--- config.mk ---
export PLATFORM = sky130hd
export DESIGN_NAME = gcd_arbiter
export DESIGN_NICKNAME = d
export VERILOG_FILES = /design/src/rtl/gcd_arbiter.sv
export SDC_FILE = /design/constraint.sdc
export NUM_CORES = 1
export LEC_CHECK = 0
export CAP_MARGIN = 20
export CORE_ASPECT_RATIO = 1.25
export CORE_MARGIN = 3
export CORE_UTILIZATION = 45
export CTS_BUF_LIST = sky130_fd_sc_hd__clkbuf_8
export CTS_CLUSTER_DIAMETER = 40
export DETAILED_ROUTE_END_ITERATION = 16
export PLACE_DENSITY = 0.84
export SYNTH_ARGS = -nofsm -noshare
export SYNTH_HDL_FRONTEND = slang
export SYNTH_SLANG_ARGS = --single-unit
--- constraint.sdc ---
create_clock -name clk -period 4.9 [get_ports clk]
set_clock_uncertainty 0.2 [all_clocks]
set_input_delay 1.225 -clock clk [delete_from_list [all_inputs] [get_ports clk]]
set_output_delay 1.225 -clock clk [all_outputs]
set_load 0.01 [all_outputs]
--- src/rtl/gcd_arbiter.sv ---
// gcd_arbiter: round-robin front end that shares one go/done gcd core
// among N_REQ requesters, bypasses the core for zero operands and aborts
// a computation that does not finish within TIMEOUT wait cycles.
module gcd_arbiter #(
  parameter int          N_REQ   = 4,
  parameter int          WIDTH   = 16,
  parameter int          TO_W    = 20,
  parameter int unsigned TIMEOUT = 20'hFFFFF
) (
  input  logic                   clk,
  input  logic                   rst,
  input  logic [N_REQ-1:0]       req,
  input  logic [N_REQ*WIDTH-1:0] a_in,
  input  logic [N_REQ*WIDTH-1:0] b_in,
  output logic [N_REQ-1:0]       gnt,
  output logic [N_REQ-1:0]       rsp_valid,
  output logic [WIDTH-1:0]       rsp_ans,
  output logic                   rsp_err,
  output logic                   busy,
  output logic [WIDTH-1:0]       gcd_a,
  output logic [WIDTH-1:0]       gcd_b,
  output logic                   gcd_go,
  output logic                   gcd_rst,
  input  logic                   gcd_done,
  input  logic [WIDTH-1:0]       gcd_ans
);

  localparam int              PTR_W    = (N_REQ > 1) ? $clog2(N_REQ) : 1;
  localparam logic [PTR_W:0]  N_EXT    = (PTR_W+1)'(N_REQ);
  localparam logic [TO_W-1:0] CNT_LAST = TO_W'(TIMEOUT - 1);

  typedef enum logic [1:0] {S_IDLE, S_ISSUE, S_WAIT, S_RESP} state_t;

  state_t           r_state;
  logic [PTR_W-1:0] r_ptr;
  logic [PTR_W-1:0] r_owner;
  logic [WIDTH-1:0] r_a;
  logic [WIDTH-1:0] r_b;
  logic [WIDTH-1:0] r_rsp_ans;
  logic [N_REQ-1:0] r_gnt;
  logic [N_REQ-1:0] r_rsp_valid;
  logic             r_rsp_err;
  logic             r_busy;
  logic             r_go;
  logic             r_abort;
  logic [TO_W-1:0]  r_cnt;

  logic [PTR_W-1:0] w_pos [N_REQ];
  logic [N_REQ-1:0] w_cand;
  logic             w_found;
  logic [PTR_W-1:0] w_win;
  logic [WIDTH-1:0] w_a_sel;
  logic [WIDTH-1:0] w_b_sel;

  // Rotate the request vector so that candidate gi is requester ptr+1+gi (mod N_REQ)
  genvar gi;
  generate
    for (gi = 0; gi < N_REQ; gi++) begin : g_rot
      logic [PTR_W:0] w_sum;
      assign w_sum      = {1'b0, r_ptr} + (PTR_W+1)'(gi + 1);
      assign w_pos[gi]  = (w_sum >= N_EXT) ? PTR_W'(w_sum - N_EXT) : PTR_W'(w_sum);
      assign w_cand[gi] = req[w_pos[gi]];
    end
  endgenerate

  // Pick the first rotated candidate; lowest rotated index wins
  always_comb begin
    w_found = 1'b0;
    w_win   = '0;
    for (int i = N_REQ - 1; i >= 0; i--) begin
      if (w_cand[i]) begin
        w_found = 1'b1;
        w_win   = w_pos[i];
      end
    end
  end

  assign w_a_sel = a_in[w_win*WIDTH +: WIDTH];
  assign w_b_sel = b_in[w_win*WIDTH +: WIDTH];

  assign gnt       = r_gnt;
  assign rsp_valid = r_rsp_valid;
  assign rsp_ans   = r_rsp_ans;
  assign rsp_err   = r_rsp_err;
  assign busy      = r_busy;
  assign gcd_a     = r_a;
  assign gcd_b     = r_b;
  assign gcd_go    = r_go;
  assign gcd_rst   = rst | r_abort;

  // Arbitration / core sequencing FSM; all outputs are registered here.
  // The grant cycle (first ISSUE cycle) is also where zero operands are
  // diverted straight to RESP; non-zero operands get go in the second
  // ISSUE cycle so the core has cleared done before WAIT starts sampling.
  always_ff @(posedge clk or posedge rst) begin
    if (rst) begin
      r_state     <= S_IDLE;
      r_ptr       <= PTR_W'(N_REQ - 1);
      r_owner     <= '0;
      r_a         <= '0;
      r_b         <= '0;
      r_rsp_ans   <= '0;
      r_gnt       <= '0;
      r_rsp_valid <= '0;
      r_rsp_err   <= 1'b0;
      r_busy      <= 1'b0;
      r_go        <= 1'b0;
      r_abort     <= 1'b0;
      r_cnt       <= '0;
    end else begin
      r_gnt       <= '0;
      r_go        <= 1'b0;
      r_abort     <= 1'b0;
      r_rsp_valid <= '0;
      r_rsp_err   <= 1'b0;
      r_rsp_ans   <= '0;
      case (r_state)
        S_IDLE: begin
          if (w_found) begin
            r_gnt   <= N_REQ'(1) << w_win;
            r_owner <= w_win;
            r_ptr   <= w_win;
            r_a     <= w_a_sel;
            r_b     <= w_b_sel;
            r_busy  <= 1'b1;
            r_state <= S_ISSUE;
          end
        end
        S_ISSUE: begin
          if (r_a == '0 || r_b == '0) begin
            // gcd(x,0)=x and gcd(0,0)=0, both equal a|b
            r_rsp_valid <= N_REQ'(1) << r_owner;
            r_rsp_ans   <= r_a | r_b;
            r_state     <= S_RESP;
          end else if (!r_go) begin
            r_go <= 1'b1;
          end else begin
            r_cnt   <= '0;
            r_state <= S_WAIT;
          end
        end
        S_WAIT: begin
          if (gcd_done) begin
            r_rsp_valid <= N_REQ'(1) << r_owner;
            r_rsp_ans   <= gcd_ans;
            r_state     <= S_RESP;
          end else if (r_cnt == CNT_LAST) begin
            r_rsp_valid <= N_REQ'(1) << r_owner;
            r_rsp_err   <= 1'b1;
            r_abort     <= 1'b1;
            r_state     <= S_RESP;
          end else begin
            r_cnt <= r_cnt + 1'b1;
          end
        end
        S_RESP: begin
          r_busy  <= 1'b0;
          r_state <= S_IDLE;
        end
        default: r_state <= S_IDLE;
      endcase
    end
  end

endmodule

=== After elaboration in Yosys (flattened, before gate mapping) ===
Index checks and enable logic that the tools add are counted.

* Register bits after elaboration: 85
* Memories kept: 0
* Latch bits: 0
* ROM bits: 0
* Bits of input ports: 151
* Memory bits (writable): 0

* Equal/unequal tests: 11
* $lt $le $gt $ge: 8
* Div/mod/pow operators: 0
* Add/subtract/negate cells: 9
* Bitwise gates (word level): 2
* Reductions and logical operators: 10
* Multiplexer cells: 48
* Shift-type cells: 4
* Multipliers: 0

{| class="wikitable"
|+ Operators with widths
! kind !! count
|-
| $shiftx 64x7->16 || 2
|-
| $mux 20 || 4
|-
| $pmux 20 s2 || 1
|-
| $logic_not 16->1 || 2
|-
| $mux 16 || 2
|-
| $pmux 16 s2 || 1
|-
| $mux 2 || 13
|-
| $add 20x1->20 const B || 1
|-
| $eq 20x20->1 const B || 1
|-
| $mux 4 || 5
|-
| $or 16x16->16 || 1
|-
| $mux 1 || 15
|-
| $ge 3x3->1 const B || 4
|-
| $lt 2x3->1 const B || 4
|-
| $ne 2x2->1 const B || 5
|-
| $bmux 1 s2 || 4
|-
| $pmux 2 s4 || 1
|-
| $pmux 4 s2 || 1
|-
| $shl 1x2->4 const A || 2
|-
| $sub 2x1->2 const B || 4
|-
| $add 2x2->3 const B || 2
|-
| $ne 3x3->1 const B || 2
|-
| $reduce_and 5->1 || 1
|-
| $eq 2x2->1 const B || 2
|-
| other kinds (10) || 12
|}

=== Longest topological paths before layout ===
Gate-level depths: netlist (run 1).

* Word-level depth: 12
* Mapped depth: 9

=== Worst setup path after synthesis (run 1) ===
Ideal clock, no wire load.

* Kind: input to output
* Start point: in rst
* End point: out gcd_rst
* Arrival time: 1513 ps
* Setup slack: 1962 ps
* Stages on the path: 1
* Cell sequence: or2_2

* Cells in the longest elaborated chain, start to end: 1

{| class="wikitable"
|+ Ends and longest elaborated chain
! element !! line !! source
|-
| from (decl) || 11 || <nowiki>input logic rst,</nowiki>
|-
| $or 1x1->1 || 89 || <nowiki>assign gcd_rst = rst | r_abort;</nowiki>
|-
| to (decl) || 23 || <nowiki>output logic gcd_rst,</nowiki>
|}

No other way between the ends.

=== Worst setup path after layout (run 1) ===
Ends and elaborated chain as after synthesis.

==> summary.md, run 1 <==
| Metric | Value |
|---|---|
| Setup_tns | `0 ns` |
| Setup ws final | `~1.1 ns` |
| CTS Buf Count | `9` |
| Req. time, crit path | `roughly 3.5 ns` |
| Clock net sink count | `85` |
| Core box area | `10800 um^2` |
| Layout net count | `about 910` |
| Synth cell types | `50` |
| P_leak | `roughly 3 nW` |
| Synthesized area | `5040 um^2` |
| RSZ-0062 raised after global routing | `no` |
| Non-Filler Instances | `890` |
| Placed cell count | `around 870` |
| Power Density | `around 460 nW/um^2` |
| Crit share post-route | `around 80%` |
| Minimum clock period | `roughly 3.8 ns` |
| CP peak stage delay | `about 0.48 ns` |
| VDD IR max | `~0.23 mV` |
| DIE AREA | `around 13000 um^2` |
| Cell at the slowest stage of the critical path | `clkdlybuf4s50_1` |
| Vias/cell | `between 5 and 6` |
| CTS resizes | `0` |
| FMAX | `between 200 and 300 MHz` |
| Initial antenna violation count | `5` |
| Die Span Y | `124 um` |
| DRT antenna net count | `0` |
| Routed WL per cell | `roughly 19 um` |
| CTS tree | `yes` |
| Max cap viols | `0` |
| Register area share after synthesis | `between 40 and 50%` |
| Worst-margin pin slew | `around 0.91 ns` |
| Hold Slack | `0.306 ns` |
| Vias in the first global route | `about 5000` |
| Arr. time, crit path | `roughly 2.4 ns` |
| Area Growth Syn to Fin | `47.2%` |
| Htree depth | `3` |
| CP Cell Sequence | `clkdlybuf4s50_1, or2_2, clkdlybuf4s50_1` |
| Top cell by count, worst path | `clkdlybuf4s50_1` |
| Setup Slack @ Placement | `between 1 and 1.5 ns` |
| Yosys warns | `0` |
| Synthesized instance count | `approximately 560` |
| GRT Total Usage | `a little over a quarter` |
| Total grt overflow | `0` |
| Die span in x | `roughly 100 um` |
| CP endpoint kind | `primary output` |
| Placement Cell Area | `7190 um^2` |
| Largest net degree at the start of global routing | `86` |
| Setup repair bufs after CTS | `0` |
| Fillers | `870` |
| Final slew viol count | `0` |
| Layout cells sized above 1 | `slightly above 6%` |
| Final hold viol count | `0` |
| DP HPWL | `approximately 14000 um` |
| Hold_buf cts | `0` |
| Initial DRC count | `224` |
| Drt total wl | `about 17000 um` |
| IO Count | `between 200 and 250` |
| Syn Nets | `714` |
| Clk buf depth | `2` |
| First-pass GRT wire length | `roughly 26000 um` |
| Placer Congestion | `slightly below 1` |
| Drt drc | `0` |
| Syn Area/Cell | `9.06 um^2` |
| Path type of the worst min-delay path | `reg -> reg` |
| Root buffer cell | `clkbuf_8` |
| DR vias | `4870` |
| Post-route design area | `about 7400 um^2` |
| Met3 wire length | `1050 um` |
| Skew-Pair Late Insertion Delay | `0.37 ns` |
| Finish-stage setup viols | `0` |
| Status | `finished, final reports clean` |
| Reg clk slew, reported paths | `approximately 0.1 ns` |
| Port bufs | `between 200 and 250` |
| #FFs+latches synth | `85` |
| Setup CP Type | `in -> out` |
| Row Count | `42` |
| Routed length on met2 | `between 8000 and 9000 um` |
| Slew Limit Headroom | `between 30% and 40%` |
| M1 wire length | `6370 um` |
| Effective utilization at floorplan | `between 40% and 50%` |
| CP startpoint kind | `primary input` |
| Max FO, Critical Path | `2` |
| TritonRoute pass-1 iters | `5` |
| Top Layer Used | `met4` |
[area by class of cell]
type,instances,area (um^2),area share [%]
inverters,14,53.8,0.725
well taps,132,165,2.23
clock buffers,9,124,1.67
clock inverters,7,63.8,0.860
flip-flops and latches,85,2130,28.7
multi-input cells,418,2670,36.0
repair buffers,220,2200,29.6
diodes,5,12.5,0.169
[flip-flops by register name, summed over array words and instances (netlist names)]
name and flops:
rsp_valid 4, rsp_ans 16, r_cnt 20, r_abort 1, gcd_b 16, gcd_go 1
r_owner 2, gcd_a 16, busy 1, r_ptr 2, gnt 4, r_state 2
[cells in the final DEF, fill, tap and decap left out, drive strengths merged, types with 5 or more instances in the layout]
cell type	instances
inv	17
nor3	11
and4	8
dfrtp	83
diode	5
clkdlybuf4s50	210
nand2	61
ha	7
nand4	9
a21oi	8
o21ai	26
xnor2	8
nor4	10
nor2	38
nor2b	69
o31ai	33
and3	9
and2	19
a211oi	66
buf	10
clkbuf	9
[final timing paths]
kind | from | to | slack, ns | depth (start not counted)
setup reg to reg | gcd_b[15]$_DFFE_PP0P_ | r_cnt[7]$_DFFE_PP0P_ | 1.99 | 6
max in group asynchronous | rst | r_ptr[1]$_DFFE_PP1P_ | 2.70 | 4
hold / removal | r_owner[0]$_DFFE_PP0P_ | rsp_valid[2]$_DFF_PP0_ | 0.31 | 1
hold reg to reg | r_owner[0]$_DFFE_PP0P_ | rsp_valid[2]$_DFF_PP0_ | 0.31 | 1
min in group asynchronous | rst | r_cnt[9]$_DFFE_PP0P_ | 0.88 | 2
setup / recovery | rst | gcd_rst | 1.07 | 3
[stage by stage]
step | power [W] | utilization [%]
after detailed placement | 0.00296 | 66.7
after CTS | 0.00344 | 68.5
after global routing | 0.00368 | 68.8
after floorplan | 0.00217 | -
final | 0.00343 | 68.8
after global placement | 0.00292 | 66.7
[layer usage]
metal,global-route usage (%),vias up
met3,7.11,44
li1,-,2380
met1,32.1,2251
met2,45.1,195
met5,0,-
met4,13.3,0
[worst max-delay path: cells and delay by family]
family | cells | cell delay (ns)
buf+inv | 2 | 0.91
simple gates | 1 | 0.28
[synth_stat cells, drive strengths merged]
cell type | number | area, um^2
dfrtp | 83 | 2080
nor2b | 69 | 432
a211oi | 66 | 508
nand2 | 61 | 229
nor2 | 38 | 159
o31ai | 33 | 248
o21ai | 26 | 134
clkbuf | 20 | 75.1
and2 | 19 | 119
buf | 19 | 113
inv | 14 | 52.6
nor3 | 11 | 55.1
nor4 | 10 | 68.8
and3 | 9 | 56.3
nand4 | 9 | 56.3
a21oi | 8 | 40.0
and4 | 8 | 77.6
xnor2 | 8 | 70.1
ha | 7 | 87.6
nand3 | 4 | 25.0
nor3b | 4 | 35.0
xor2 | 4 | 35.0
a311oi | 3 | 45.0
or3 | 3 | 18.8
a41o | 2 | 20.0
dfstp | 2 | 52.6
o21a | 2 | 15.0
a21o | 1 | 7.51
a31o | 1 | 8.76
a41oi | 1 | 8.76
and2b | 1 | 7.51
mux2 | 1 | 11.3
mux2i | 1 | 10.0
nand2b | 1 | 6.26
nor4b | 1 | 8.76
nor4bb | 1 | 16.3
o2111ai | 1 | 15.0
o211ai | 1 | 12.5
o22a | 1 | 8.76
o22ai | 1 | 6.26
or2 | 1 | 6.26
[report_power, final]
group / total (W) / internal [W] / switching [W]
Sequential: 0.00121 / 0.000924 / 0.000290
Combinational: 0.00174 / 0.000800 / 0.000938
Clock: 0.000475 / 0.000195 / 0.000280
Total: 0.00343 / 0.00192 / 0.00151
[cells by family after synthesis]
kind of cell / after synthesis / share of synthesized area [%]
adder cells (fa/ha/maj): 7 / 1.74
flip-flops: 85 / 42.3
AND/OR/NAND/NOR: 250 / 27.3
XOR/XNOR: 12 / 2.09
buffers and inverters: 53 / 4.77
multiplexers: 2 / 0.422
AO/OA/AOI/OAI: 147 / 21.4
Note: power is estimated with default switching activity, not from simulation.
==> run 2: changes to the inputs <==
clock period = 4 ns   (was 4.9 ns; I/O delays follow)
==> run 2 against run 1 <==
Die area unchanged. Cell count decreased by 0.11%. Routed wire length is 1.3% higher. Non-clock buffer count up 3. Sequential power rose by 23%. Via count up 2.4%. Combinational power increased by 25%. Sequential share of layout area decreased by 0.058 points. Largest power group unchanged.
==> summary.md, run 2 (synthesis gave the netlist of run 1 again) <==
| Metric | Value |
|---|---|
| DIE AREA | `12500 um^2 (unchanged)` |
| Die Span Y | `124 um (unchanged)` |
| Total grt overflow | `0 (unchanged)` |
| DP HPWL | `13900 um (was 13700 um)` |
| Routed WL per cell | `18.9 um (was 18.7 um)` |
| CTS resizes | `0 (unchanged)` |
| CP endpoint kind | `primary output (unchanged)` |
| Row Count | `42 (unchanged)` |
| Clock net sink count | `85 (unchanged)` |
| Req. time, crit path | `2.80 ns (was 3.47 ns)` |
| Fillers | `814 (was 870)` |
| Setup_tns | `0 ns (unchanged)` |
| Slew Limit Headroom | `55.6% (was 39.0%)` |
| Max cap viols | `0 (unchanged)` |
| Commonest non-fill, non-tap cell in the layout | `clkdlybuf4s50_1 (unchanged)` |
| GRT Total Usage | `27.4% (was 27.2%)` |
| Final hold viol count | `0 (unchanged)` |
| Effective utilization at floorplan | `46.8% (unchanged)` |
| CTS tree | `yes (unchanged)` |
| Placer Congestion | `0.972 (was 0.990)` |
| Setup CP Type | `in -> out (unchanged)` |
| FMAX | `approximately 300 MHz` |
| Finish-stage setup viols | `0 (unchanged)` |
| Area Growth Syn to Fin | `47.5% (was 47.2%)` |
| Largest net degree at the start of global routing | `89 (was 86)` |
| Highest-count cells in the layout ignoring fill and taps | `210 x clkdlybuf4s50_1, 83 x dfrtp_1, 69 x nor2b_1 (unchanged)` |
| Power, Total | `0.00423 W (was 0.00343 W)` |
| Max FO, Critical Path | `2 (unchanged)` |
| Most flop-heavy register | `r_cnt (unchanged)` |
| Htree depth | `3 (unchanged)` |
| Top cell by count, worst path | `clkdlybuf4s50_1 (unchanged)` |
| CTS Buf Count | `9 (unchanged)` |
| TritonRoute pass-1 iters | `5 (unchanged)` |
| Minimum clock period | `roughly 3.4 ns` |
| Initial DRC count | `200 (was 224)` |
| Reg clk slew, reported paths | `0.09 ns (was 0.10 ns)` |
| DR vias | `4985 (was 4870)` |
| Skew-Pair Late Insertion Delay | `0.37 ns (about the same)` |
| IO Count | `211 (unchanged)` |
| Crit share post-route | `84.9%` |
| Setup repair bufs after CTS | `0 (unchanged)` |
| Hold_buf cts | `0 (unchanged)` |
| Clk buf depth | `2 (unchanged)` |
| Power Density | `569 nW/um^2 (was 462 nW/um^2)` |
| Path type of the worst min-delay path | `reg -> reg (unchanged)` |
| Layout net count | `909 (was 906)` |
| Port bufs | `210 (unchanged)` |
| First-pass GRT wire length | `26800 um (was 26400 um)` |
| Status | `finished, final reports clean (unchanged)` |
| Root buffer cell | `clkbuf_8 (unchanged)` |
| Hold Slack | `0.303 ns (was 0.306 ns)` |
| CP Cell Sequence | `clkdlybuf4s50_1, or2_2, clkdlybuf4s50_1 (unchanged)` |
| P_leak | `3.01 nW (was 2.99 nW)` |
| Initial antenna violation count | `1 (was 5)` |
| Vias/cell | `5.61 (was 5.47)` |
| Layout cells sized above 1 | `6.48% (was 6.11%)` |
| Drt drc | `0 (unchanged)` |
| Arr. time, crit path | `2.20 ns (was 2.41 ns)` |
| CP startpoint kind | `primary input (unchanged)` |
| Flip-flop count of the largest register after layout | `20 (unchanged)` |
| Cell at the slowest stage of the critical path | `clkdlybuf4s50_1 (unchanged)` |
| VDD IR max | `0.496 mV (was 0.229 mV)` |
| CP peak stage delay | `0.48 ns (about the same)` |
| Drt total wl | `16800 um (was 16600 um)` |
| DRT antenna net count | `0 (unchanged)` |
| Worst-margin pin slew | `0.665 ns (was 0.915 ns)` |
| RSZ-0062 raised after global routing | `no (unchanged)` |
| Final slew viol count | `0 (unchanged)` |
| Die span in x | `101 um (unchanged)` |
| Vias in the first global route | `5101 (was 5019)` |
| Core box area | `10800 um^2 (unchanged)` |
[run 2: cell types whose count changed in the layout (fill, tap and decap cells not counted), sizes merged]
cell and delta:
diode -4, buf +3, clkinv +2, clkinvlp -1
inv -1
[run 2: power breakdown]
group	internal, W	total (W)	switching (W)
combinational	0.00102	0.00217	0.00116
clock	0.000229	0.000564	0.000335
sequential	0.00113	0.00149	0.000361
[run 2: through the flow]
step / instances / util, % / setup WS, ns / instance area, um^2
after floorplan: 556 / - / 0.610 / 5040
after global placement: 872 / 67.4 / 0.605 / 7260
after detailed placement: 872 / 67.4 / 0.596 / 7260
after CTS: 888 / 69.0 / 0.594 / 7430
after global routing: 889 / 69.0 / 0.572 / 7430
final: 889 / 69.0 / 0.603 / 7430
[run 2: layer usage]
layer  vias to the layer above  global-route usage, %  share of wire (%)
met3                        30                   4.37                5.7
met1                      2376                   32.0                 38
met5                         -                      0                  0
met4                         0                   10.6                2.8
li1                       2382                      -                  -
met2                       197                   49.2                 53
[run 2: final timing paths]
check | endpoint | depth (start not counted) | slack [ns] | from
min reg2reg | rsp_valid[0]$_DFF_PP0_ | 1 | 0.30 | r_owner[0]$_DFFE_PP0P_
max in group asynchronous | r_ptr[0]$_DFFE_PP1P_ | 3 | 2.04 | rst
max reg2reg | r_cnt[19]$_DFFE_PP0P_ | 8 | 1.57 | r_state[0]$_DFFE_PP0P_
min | rsp_valid[0]$_DFF_PP0_ | 1 | 0.30 | r_owner[0]$_DFFE_PP0P_
min in group asynchronous | r_cnt[1]$_DFFE_PP0P_ | 2 | 0.85 | rst
max | gcd_rst | 3 | 0.60 | rst
[run 2: worst max-delay path: cells and delay by family]
kind | cells | cell delay (ns)
buf+inv | 2 | 0.92
simple gates | 1 | 0.28
[run 2: layout make-up]
class                           instances  area, um^2  share of cell area [%]
Clock buffer                            9         124                    1.67
Inverter                               14        53.8                   0.724
Tap cell                              132         165                    2.22
Antenna cell                            1        2.50                  0.0337
Timing Repair Buffer                  223        2240                    30.1
Multi-Input combinational cell        418        2670                    35.9
Clock inverter                          7        48.8                   0.657
Sequential cell                        85        2130                    28.7
